===== src/rtl/reg_file_pkg.sv =====
// Shared types and helpers for the parametrised register file and its
// soft-clear sequencer.
package reg_file_pkg;

    typedef enum logic [0:0] {
        IDLE  = 1'b0,
        CLEAR = 1'b1
    } rf_state_t;

    // Address width for a given depth; never narrower than one bit.
    function automatic int rf_addr_w(input int depth);
        return (depth <= 2) ? 1 : $clog2(depth);
    endfunction

endpackage


===== src/rtl/reg_file_clear_seq.sv =====
// Soft-clear sequencer: walks an index across every entry, one per cycle,
// while the array is held off from normal writes.
module reg_file_clear_seq
    import reg_file_pkg::*;
#(
    parameter int DEPTH = 8,
    parameter int IDX_W = rf_addr_w(DEPTH)
) (
    input  logic             clock,
    input  logic             reset,
    input  logic             clear,
    output logic             busy,
    output logic             clr_en,
    output logic [IDX_W-1:0] clr_index,
    output rf_state_t        state
);

    localparam logic [IDX_W-1:0] LAST = IDX_W'(DEPTH - 1);

    // A clear request seen while already sweeping is ignored; no restart.
    always_ff @(posedge clock or posedge reset) begin
        if (reset) begin
            state     <= IDLE;
            clr_index <= '0;
        end else begin
            case (state)
                IDLE: begin
                    if (clear) begin
                        state     <= CLEAR;
                        clr_index <= '0;
                    end
                end
                CLEAR: begin
                    if (clr_index == LAST) begin
                        state     <= IDLE;
                        clr_index <= '0;
                    end else begin
                        clr_index <= clr_index + IDX_W'(1);
                    end
                end
                default: begin
                    state     <= IDLE;
                    clr_index <= '0;
                end
            endcase
        end
    end

    assign busy   = (state == CLEAR);
    assign clr_en = (state == CLEAR);

endmodule


===== src/rtl/reg_file_param.sv =====
// Two-read/one-write register file with registered reads, write-first bypass,
// optional hardwired zero entry and a multi-cycle soft clear.
module reg_file_param
    import reg_file_pkg::*;
#(
    parameter int WIDTH    = 16,
    parameter int DEPTH    = 8,
    parameter int ZERO_REG = 0,
    localparam int ADDR_W  = rf_addr_w(DEPTH)
) (
    input  logic              clock,
    input  logic              reset,
    input  logic              read,
    input  logic              write,
    input  logic              clear,
    input  logic [ADDR_W-1:0] address1,
    input  logic [ADDR_W-1:0] address2,
    input  logic [ADDR_W-1:0] write_address,
    input  logic [WIDTH-1:0]  write_data,
    output logic [WIDTH-1:0]  data1,
    output logic [WIDTH-1:0]  data2,
    output logic              valid,
    output logic              busy,
    output logic              error
);

    // One extra bit so a full power-of-two depth still compares correctly.
    localparam logic [ADDR_W:0] DEPTH_L = (ADDR_W + 1)'(DEPTH);

    logic [WIDTH-1:0]  mem [DEPTH];
    logic              clr_en;
    logic [ADDR_W-1:0] clr_index;
    rf_state_t         state;
    logic              wr_ok;
    logic              wr_err;
    logic              rd_err;
    logic [WIDTH-1:0]  stored1;
    logic [WIDTH-1:0]  stored2;
    logic [WIDTH-1:0]  rd1;
    logic [WIDTH-1:0]  rd2;

    function automatic logic in_range(input logic [ADDR_W-1:0] a);
        return {1'b0, a} < DEPTH_L;
    endfunction

    function automatic logic is_zero_reg(input logic [ADDR_W-1:0] a);
        return (ZERO_REG != 0) && (a == '0);
    endfunction

    // Priority: out of range, zero register, sweep in progress, bypass, array.
    function automatic logic [WIDTH-1:0] port_value(
        input logic [ADDR_W-1:0] a,
        input logic [WIDTH-1:0]  stored,
        input logic              clearing,
        input logic              bypass_en,
        input logic [ADDR_W-1:0] bypass_addr,
        input logic [WIDTH-1:0]  bypass_data
    );
        if (!in_range(a) || is_zero_reg(a) || clearing) return '0;
        if (bypass_en && (bypass_addr == a)) return bypass_data;
        return stored;
    endfunction

    reg_file_clear_seq #(
        .DEPTH (DEPTH),
        .IDX_W (ADDR_W)
    ) u_clear_seq (
        .clock     (clock),
        .reset     (reset),
        .clear     (clear),
        .busy      (busy),
        .clr_en    (clr_en),
        .clr_index (clr_index),
        .state     (state)
    );

    always_comb begin
        wr_ok   = write && (state == IDLE) && in_range(write_address) && !is_zero_reg(write_address);
        wr_err  = write && ((state != IDLE) || !in_range(write_address));
        rd_err  = read && (!in_range(address1) || !in_range(address2));
        stored1 = '0;
        stored2 = '0;
        for (int i = 0; i < DEPTH; i++) begin
            if (address1 == ADDR_W'(i)) stored1 = mem[i];
            if (address2 == ADDR_W'(i)) stored2 = mem[i];
        end
        rd1 = port_value(address1, stored1, state == CLEAR, wr_ok, write_address, write_data);
        rd2 = port_value(address2, stored2, state == CLEAR, wr_ok, write_address, write_data);
    end

    always_ff @(posedge clock or posedge reset) begin
        if (reset) begin
            for (int i = 0; i < DEPTH; i++) mem[i] <= '0;
        end else begin
            for (int i = 0; i < DEPTH; i++) begin
                if (clr_en && (clr_index == ADDR_W'(i))) begin
                    mem[i] <= '0;
                end else if (wr_ok && (write_address == ADDR_W'(i))) begin
                    mem[i] <= write_data;
                end
            end
        end
    end

    always_ff @(posedge clock or posedge reset) begin
        if (reset) begin
            data1 <= '0;
            data2 <= '0;
            valid <= 1'b0;
            error <= 1'b0;
        end else begin
            valid <= read;
            error <= wr_err || rd_err;
            if (read) begin
                data1 <= rd1;
                data2 <= rd2;
            end
        end
    end

endmodule


===== config.mk =====
export PLATFORM = sky130hd
export DESIGN_NAME = reg_file_param
export DESIGN_NICKNAME = d
export VERILOG_FILES = /design/src/rtl/reg_file_pkg.sv /design/src/rtl/reg_file_clear_seq.sv /design/src/rtl/reg_file_param.sv
export SDC_FILE = /design/constraint.sdc
export NUM_CORES = 1
export LEC_CHECK = 0
export CELL_PAD_IN_SITES_DETAIL_PLACEMENT = 0
export CELL_PAD_IN_SITES_GLOBAL_PLACEMENT = 1
export CORE_UTILIZATION = 40
export CTS_CLUSTER_DIAMETER = 200
export DETAILED_ROUTE_END_ITERATION = 10
export MAX_ROUTING_LAYER = met4
export PLACE_DENSITY_LB_ADDON = 0.1
export SLEW_MARGIN = 20
export SYNTH_ARGS = -nofsm -noshare
export SYNTH_HDL_FRONTEND = slang
export SYNTH_HIERARCHICAL = 1
export SYNTH_SLANG_ARGS = --single-unit

===== constraint.sdc =====
create_clock -name clock -period 6 [get_ports clock]
set_input_delay 1.8 -clock clock [delete_from_list [all_inputs] [get_ports clock]]
set_output_delay 1.8 -clock clock [all_outputs]
set_load 0.02 [all_outputs]

==> metrics.cfg, run 1 <==
[route]
drc=0
wl_um=32400
routedWlPerCell_um=22.8
ant_nets=0
drt_iter0_drc=835
vias_per_cell=5.84
first_pass_iters=6
vias=8284

[clocking]
cts_buffers=17
cts_setup_buffers=0
cts_resized=0
cts_tree=built
cts_root_buf=clkbuf_16
clockBufferDepth=2
h-tree-depth=4
cts.sinks=166
clk_latency_ps=440
clk_pin_slew_ps=60
holdBufCountCts=0

[worst_setup_path]
crit_required_ps=6310
worstPathCellList=clkdlybuf4s50_1 > nor2b_1 > nand4b_1 > nand2_1 > a21oi_1
crit_path_start=write
cp-start-kind=input pin
crit_path_top_delay_cell=nand4b_1
arrival_ps=4210
reg2reg_from=u_clear_seq/busy$_DFF_PP0_
crit_buf_inv=1
path_max_fanout=16
max_stage_delay_ps=950
end_kind=register
cpLargestDelayFamily=simple AND/OR/NAND/NOR gates
path_class=input pin to register

[finish]
diodes=0
area_growth_pct=13.4
nets=1120
post-route-util_pct=46.5
drive_above_1_share_pct=9.45

[sta]
timing.final.ws_setup_ps=2090
setup_viol=0
setup_tns_ps=0
final.period_utilization_pct=65.1
fmax_ghz=0.256
skew_ps=12.5
worst_pin_slew_ps=1090
max_slew_margin_pct=27.3
drv_slew=0
grt_setup_unrepaired=false
hold_viol=0
layout_min_cycle_time_ps=3910

[synthesis]
ys.flop_type=dfrtp_1
syn_area_sq_um=9680
yosysSeqAreaShare_pct=42.9
syn-num-nets=1106
synth_edf_count=0
ys_types=67
yosys.area.top_type=dfrtp_1
netlist.area_leader.share_pct=42.9
synth_seq_cells=166
syn_inst=1073
synthTopCellsByArea=dfrtp_1 43%, mux2i_1 10%, nand2_1 8.3%
synth_area_per_cell_sq_um=9.02
yosys_warnings=6
yosysMostFrequentCell=nand2_1
async_reset_ff_share_pct=100
synthTopCellsByCount=215 x nand2_1, 166 x dfrtp_1, 109 x a21oi_1

[global_route]
grt_max_degree=91
overflow=0
antenna_found_initial=0
grt_pass1_wl_um=50100
grt_pass1_vias=7774
grt_usage_pct=28.2

[outcome]
status=complete, no violations

[worst_hold_path]
min_from=data1[1]$_DFFE_PP0P_
hp-class=register to register

[power_and_ir_drop]
ir_drop_v=0.000144
p_leak_nw=4.86
power_mw=3.80
powerDensity_nw_per_um2=346

[floorplan]
rows=56
die_x_um=158
ios=65
die_h_um=158
fp.coreArea_sq_um=23600
initial_core_util_pct=41.0
die_area_sq_um=24800

[place]
dp_hpwl_um=22300
preCtsSetupSlack_ps=1680
portBuffers=64
gp_congestion=0.866

[job]
cap_violations=0

## layer usage
metal | GRT usage [%] | vias up | wire [um]
li1 | - | 3824 | -
met4 | 5.50 | 0 | 281
met5 | - | - | 0
met3 | 4.13 | 21 | 2370
met1 | 44.0 | 4111 | 16300
met2 | 37.8 | 328 | 13500
## worst register-to-register path, stage by stage, from the launching register on
cell and delay, ps:
dfrtp_1 380, buf_4 210, nor2b_1 490, nand4b_1 950, nand2_1 330, a21oi_1 90
## area by class of cell
cell class | count | area [sq um]
clock buffers | 18 | 429
clock inverters | 14 | 143
fillers | 2302 | 12600
inverters | 20 | 81.3
multi-input cells | 790 | 4920
flip-flops and latches | 166 | 4150
well taps | 319 | 399
repair buffers | 92 | 847
## stage by stage
stage               cell area (sq um)  std cells  hold WS (ps)
floorplan                        9680       1073           497
global placement                10400       1386           475
detailed placement              10400       1387           480
CTS                             11000       1419           497
global route                    11000       1419           510
finish                          11000       1419           493
## report_power, final
part | switching, mW | internal [mW]
sequential | 0.229 | 1.36
clock | 0.521 | 0.586
combinational | 0.676 | 0.423
total | 1.43 | 2.37
## flip-flops by register name, summed over array words and instances (netlist names)
name / count
data1: 16
data2: 16
u_clear_seq/busy: 1
valid: 1
mem: 128
error: 1
u_clear_seq/clr_index: 3
## kinds of logic after synthesis
logic type      Yosys count  share of synthesized area [%]
buf+inv                 117                           6.35
simple gates            382                           18.0
fa+ha+maj                 3                          0.388
xor+xnor                  6                          0.543
mux                     118                           13.0
compound gates          281                           18.9
flops                   166                           42.9
## cells in the final DEF (no fill, tap or decap), types with 7 or more instances in the layout
cell type / instances
o21ai_1: 16
a2111oi_0: 9
o21ai_0: 42
nor2_1: 96
nand2_1: 215
o22ai_1: 19
a211oi_1: 7
mux2i_1: 99
a21oi_1: 109
mux2_1: 7
o2bb2ai_1: 15
dfrtp_1: 166
clkdlybuf4s50_1: 60
nand2b_1: 7
o221ai_1: 9
o211ai_1: 7
clkbuf_16: 17
buf_4: 26
inv_1: 17
a221oi_1: 7
o311a_1: 12
## final timing paths
kind,to,slack (ps),cells after the start
max,mem[32]$_DFFE_PP0P_,2090,5
min,data1[1]$_DFFE_PP0P_,490,1
max reg2reg,mem[32]$_DFFE_PP0P_,3420,5
min reg2reg,data1[1]$_DFFE_PP0P_,490,1
max in group asynchronous,data2[7]$_DFFE_PP0P_,3110,3
min in group asynchronous,u_clear_seq/clr_index[1]$_DFFE_PP0P_,1640,2
No activity file was read; power rests on OpenSTA's default activity.
==> run 2, diff against run 1 <==
==> constraint.sdc (replaced) <==
create_clock -name clock -period 3.95 [get_ports clock]
set_input_delay 1.185 -clock clock [delete_from_list [all_inputs] [get_ports clock]]
set_output_delay 1.185 -clock clock [all_outputs]
set_load 0.02 [all_outputs]
==> run 2 against run 1 <==
Die area unchanged. First-iteration DRC count fell by 0.72%. Utilization grew 0.98 points. Clock power rose by 53%. Register-to-register slack got worse by 1700 ps. Sequential share of layout area decreased by 0.78 points. Final area rose by 2.1%. Non-clock buffer count rose by 21. Critical path type unchanged. Largest cell class unchanged. Largest power group unchanged.
==> metrics.cfg, run 2 (synthesis gave the netlist of run 1 again) <==
[outcome]
status=complete, no violations

[sta]
drv_slew=0
setup_viol=0
setup_tns_ps=0
skew_ps=10.3
worst_pin_slew_ps=1120
final.period_utilization_pct=76.1
layout_min_cycle_time_ps=3010
grt_setup_unrepaired=false
whs_ps=488
hold_viol=0
max_slew_margin_pct=25.3
fmax_ghz=0.333

[worst_setup_path]
r2r.worst_path.cells=7
max_stage_delay_ps=580
path_class=input pin to register
arrival_ps=3370
crit_required_ps=4320
end_kind=register
crit_path_start=address1[2]
cp-start-kind=input pin
path_max_fanout=26
crit_path_top_delay_cell=buf_2
worstPathCellList=buf_2 > buf_4 > nand2_1 > nor2_2 > a21oi_1 > o21ai_1 > a22o_1
reg2reg_from=u_clear_seq/busy$_DFF_PP0_

[clocking]
cts_setup_buffers=0
holdBufCountCts=0
h-tree-depth=4
cts_resized=0
cts_root_buf=clkbuf_16
cts_buffers=17
clk_pin_slew_ps=60
clk_latency_ps=430
cts_tree=built
cts.sinks=166
clockBufferDepth=2

[floorplan]
rows=56
die_area_sq_um=24800
initial_core_util_pct=41.0
die_h_um=158
die_x_um=158
ios=65
fp.coreArea_sq_um=23600

[job]
cap_violations=0

[power_and_ir_drop]
powerDensity_nw_per_um2=522
ir_drop_v=0.000454
power_mw=5.84
p_leak_nw=4.97

[global_route]
met3_usage_pct=6.39
grt_use_met2_pct=40.7
overflow=0
grt_max_degree=118
grt_pass1_wl_um=51900
grt_usage_pct=29.5
grt.busiest_layer=met1
antenna_found_initial=0
grtUsageMet1_pct=44.2
grt_pass1_vias=7888

[worst_hold_path]
hp-class=register to register
worstHoldPathCells=1
min_from=data1[1]$_DFFE_PP0P_

[finish]
mostFrequentLayoutCell=nand2_1
nets=1141
drive_above_1_share_pct=11.5
post-route-util_pct=47.5
area_growth_pct=15.8
diodes=0
largest_reg_flops=128
num-fill-cells=2279
top_register=mem
largestRegisters=mem x128, data1 x16, data2 x16
mostFrequentLayoutCells=215 x nand2_1, 166 x dfrtp_1, 109 x a21oi_1

[place]
dp_hpwl_um=22900
portBuffers=64
gp_congestion=0.867

[route]
routedWlPerCell_um=23.7
first_pass_iters=6
vias=8321
drt_iter0_drc=829
wl_um=34100
drc=0
vias_per_cell=5.78
ant_nets=0

-- run 2: power breakdown --
part	internal [mW]	switching, mW	total [mW]	leakage, nW
Clock	0.946	0.758	1.70	0.283
Combinational	0.644	1.06	1.70	2.40
Sequential	2.07	0.363	2.43	2.29
Total	3.66	2.18	5.84	4.97
-- run 2: layout make-up --
type / instances / area [sq um] / share of cell area [%]
clock buffers: 21 / 480 / 4.29
repair buffers: 113 / 1040 / 9.27
multi-input cells: 790 / 4940 / 44.1
well taps: 319 / 399 / 3.56
inverters: 20 / 81.3 / 0.726
flip-flops and latches: 166 / 4150 / 37.1
clock inverters: 11 / 110 / 0.983
-- run 2: metrics by stage --
step,cell area [sq um],instances,setup WS (ps)
after floorplan,9680,1073,708
after global placement,10600,1408,585
after detailed placement,10600,1408,585
after CTS,11200,1440,999
after global routing,11200,1440,867
final,11200,1440,943
-- run 2: worst max-delay path: cells and delay by family --
kind	cells	cell delay [ps]
buffers and inverters	2	840
and+or+nand+nor	2	920
AOI/OAI and AO/OA	3	410
-- run 2: layer usage --
metal	part of all wire [%]	vias up
met5	0	-
met4	0.75	0
met3	8.2	23
met2	42	330
met1	49	4101
li1	-	3867
-- run 2: final timing paths --
kind | endpoint | slack, ps
worst max-delay path | data1[9]$_DFFE_PP0P_ | 940
worst min-delay path | data1[1]$_DFFE_PP0P_ | 490
worst max register to register | mem[61]$_DFFE_PP0P_ | 1710
worst min register to register | data1[1]$_DFFE_PP0P_ | 490
max in group asynchronous | mem[52]$_DFFE_PP0P_ | 2070
min in group asynchronous | u_clear_seq/clr_index[2]$_DFFE_PP0P_ | 1020
==> run 3, diff against run 2 <==
==> constraint.sdc (replaced) <==
create_clock -name clock -period 2.88 [get_ports clock]
set_input_delay 0.864 -clock clock [delete_from_list [all_inputs] [get_ports clock]]
set_output_delay 0.864 -clock clock [all_outputs]
set_load 0.02 [all_outputs]
==> run 3 against run 2 <==
Critical path depth stayed put. Die area stayed put. Worst hold slack better by 4.2 ps. Combinational power is 36% higher. Critical path type unchanged. Final area is 3.2% higher. Flip-flop and latch count stayed put.
==> metrics.cfg, run 3 (synthesis gave the netlist of run 1 again) <==
[sta]
grt_setup_unrepaired=false
skew_ps=11.9
layout_min_cycle_time_ps=2390
fmax_ghz=0.418
hold_viol=0
max_slew_margin_pct=54.8
timing.final.ws_setup_ps=490
final.period_utilization_pct=83.0
worst_pin_slew_ps=677
drv_slew=0
setup_viol=0

[worst_setup_path]
cpLargestDelayFamily=compound AO/OA/AOI/OAI gates
r2r.worst_path.cells=7
end_kind=register
r2r-end=mem[93]$_DFFE_PP0P_
crit_path_top_delay_cell=a222oi_1
cp-start-kind=input pin
crit_buf_inv=3
path_class=input pin to register
max_stage_delay_ps=550
cpMostUsedCell=buf_4
path_max_fanout=17
crit_required_ps=3210
r2r_slack_ps=900
reg2reg_from=u_clear_seq/busy$_DFF_PP0_
arrival_ps=2720
worstPathCellList=buf_2 > buf_4 > nor2_1 > a222oi_1 > buf_4 > a2111oi_0 > a211o_1

[power_and_ir_drop]
ir_drop_v=0.000432
p_sw_share_pct=37.5
power.internal_mw=4.97
combPwrFrac_pct=29.1
clkPwrFrac_pct=28.6
pwr-share-seq_pct=42.3
netSwitchingPower_mw=2.99
powerDensity_nw_per_um2=688
p_leak_nw=5.18

[clocking]
cts_root_buf=clkbuf_16
clk_latency_ps=440
cts_tree=built
holdBufCountCts=0
h-tree-depth=4
cts_buffers=17
cts_setup_buffers=0
clk_pin_slew_ps=70
cts_resized=0
cts.sinks=166
clockBufferDepth=2

[floorplan]
ios=65
initial_core_util_pct=41.0
die_x_um=158
die_h_um=158
rows=56
fp.coreArea_sq_um=23600
die_area_sq_um=24800

[finish]
post-route-util_pct=49.0
largest_reg_flops=128
mostFrequentLayoutCells=215 x nand2_1, 166 x dfrtp_1, 109 x a21oi_1
top_register=mem
drive_above_1_share_pct=13.4
diodes=0
multi_input_area_sq_um=4920
largestRegisters=mem x128, data1 x16, data2 x16
area_growth_pct=19.5
mostFrequentLayoutCell=nand2_1
ff_latch_area_sq_um=4150
num-fill-cells=2271
nets=1170

[worst_hold_path]
hp-class=register to register
hold_path_end=data1[6]$_DFFE_PP0P_
worstHoldPathCells=1
min_from=data1[6]$_DFFE_PP0P_

[outcome]
status=complete, no violations

[route]
first_pass_iters=6
vias_per_cell=5.67
drt_iter0_drc=655
wl_um=32000
ant_nets=0
vias=8324
drc=0
routedWlPerCell_um=21.8

[global_route]
antenna_found_initial=0
grt_usage_pct=27.9
grt_pass1_vias=7762
overflow=0
grt_max_degree=45
grt_pass1_wl_um=49700

[place]
gp_congestion=0.860
portBuffers=64
dp_hpwl_um=23800
preCtsSetupSlack_ps=68.1

[job]
cap_violations=0

==> run 3: layer usage <==
layer / global-route usage, % / routed length, um / up-vias
li1: - / - / 3946
met1: 43.4 / 16600 / 4081
met2: 37.1 / 13100 / 281
met3: 4.60 / 2020 / 16
met4: 5.64 / 230 / 0
met5: - / 0 / -
==> run 3: worst max path at each step <==
stage,start,slack [ps],end,depth (start not counted)
2_1_floorplan,reset,-40,data1[0]$_DFFE_PP0P_,1
3_3_place_gp,address1[1],80,data1[7]$_DFFE_PP0P_,7
3_5_place_dp,address2[0],70,data2[5]$_DFFE_PP0P_,7
4_1_cts,address1[1],520,data1[7]$_DFFE_PP0P_,7
5_1_grt,address1[0],360,data1[12]$_DFFE_PP0P_,7
6_report,address1[1],490,data1[3]$_DFFE_PP0P_,7
==> run 3: layout make-up <==
cell class | count | share of cell area (%)
well taps | 319 | 3.45
clock buffers | 18 | 3.80
flip-flops and latches | 166 | 35.9
repair buffers | 142 | 12.4
inverters | 20 | 0.703
clock inverters | 14 | 1.19
multi-input cells | 790 | 42.5
==> run 3: per-stage QoR <==
step / hold WS [ps] / area, sq um / setup TNS [ps] / instances / total power [mW]
2_1_floorplan: 497 / 9680 / -6610 / 1073 / 4.75
3_3_place_gp: 478 / 11000 / 0 / 1437 / 5.67
3_5_place_dp: 476 / 11000 / 0 / 1437 / 5.70
4_1_cts: 493 / 11600 / 0 / 1469 / 8.00
5_1_grt: 508 / 11600 / 0 / 1469 / 8.42
6_report: 492 / 11600 / 0 / 1469 / 7.96
==> run 3: power by group through the flow <==
stage                     clock network (mW)  logic (mW)  registers [mW]
after floorplan                            0        1.49            3.26
after global placement                     0        2.28            3.39
after detailed placement                   0        2.31            3.39
after CTS                               2.33        2.32            3.35
after global routing                    2.42        2.57            3.43
final                                   2.28        2.32            3.36
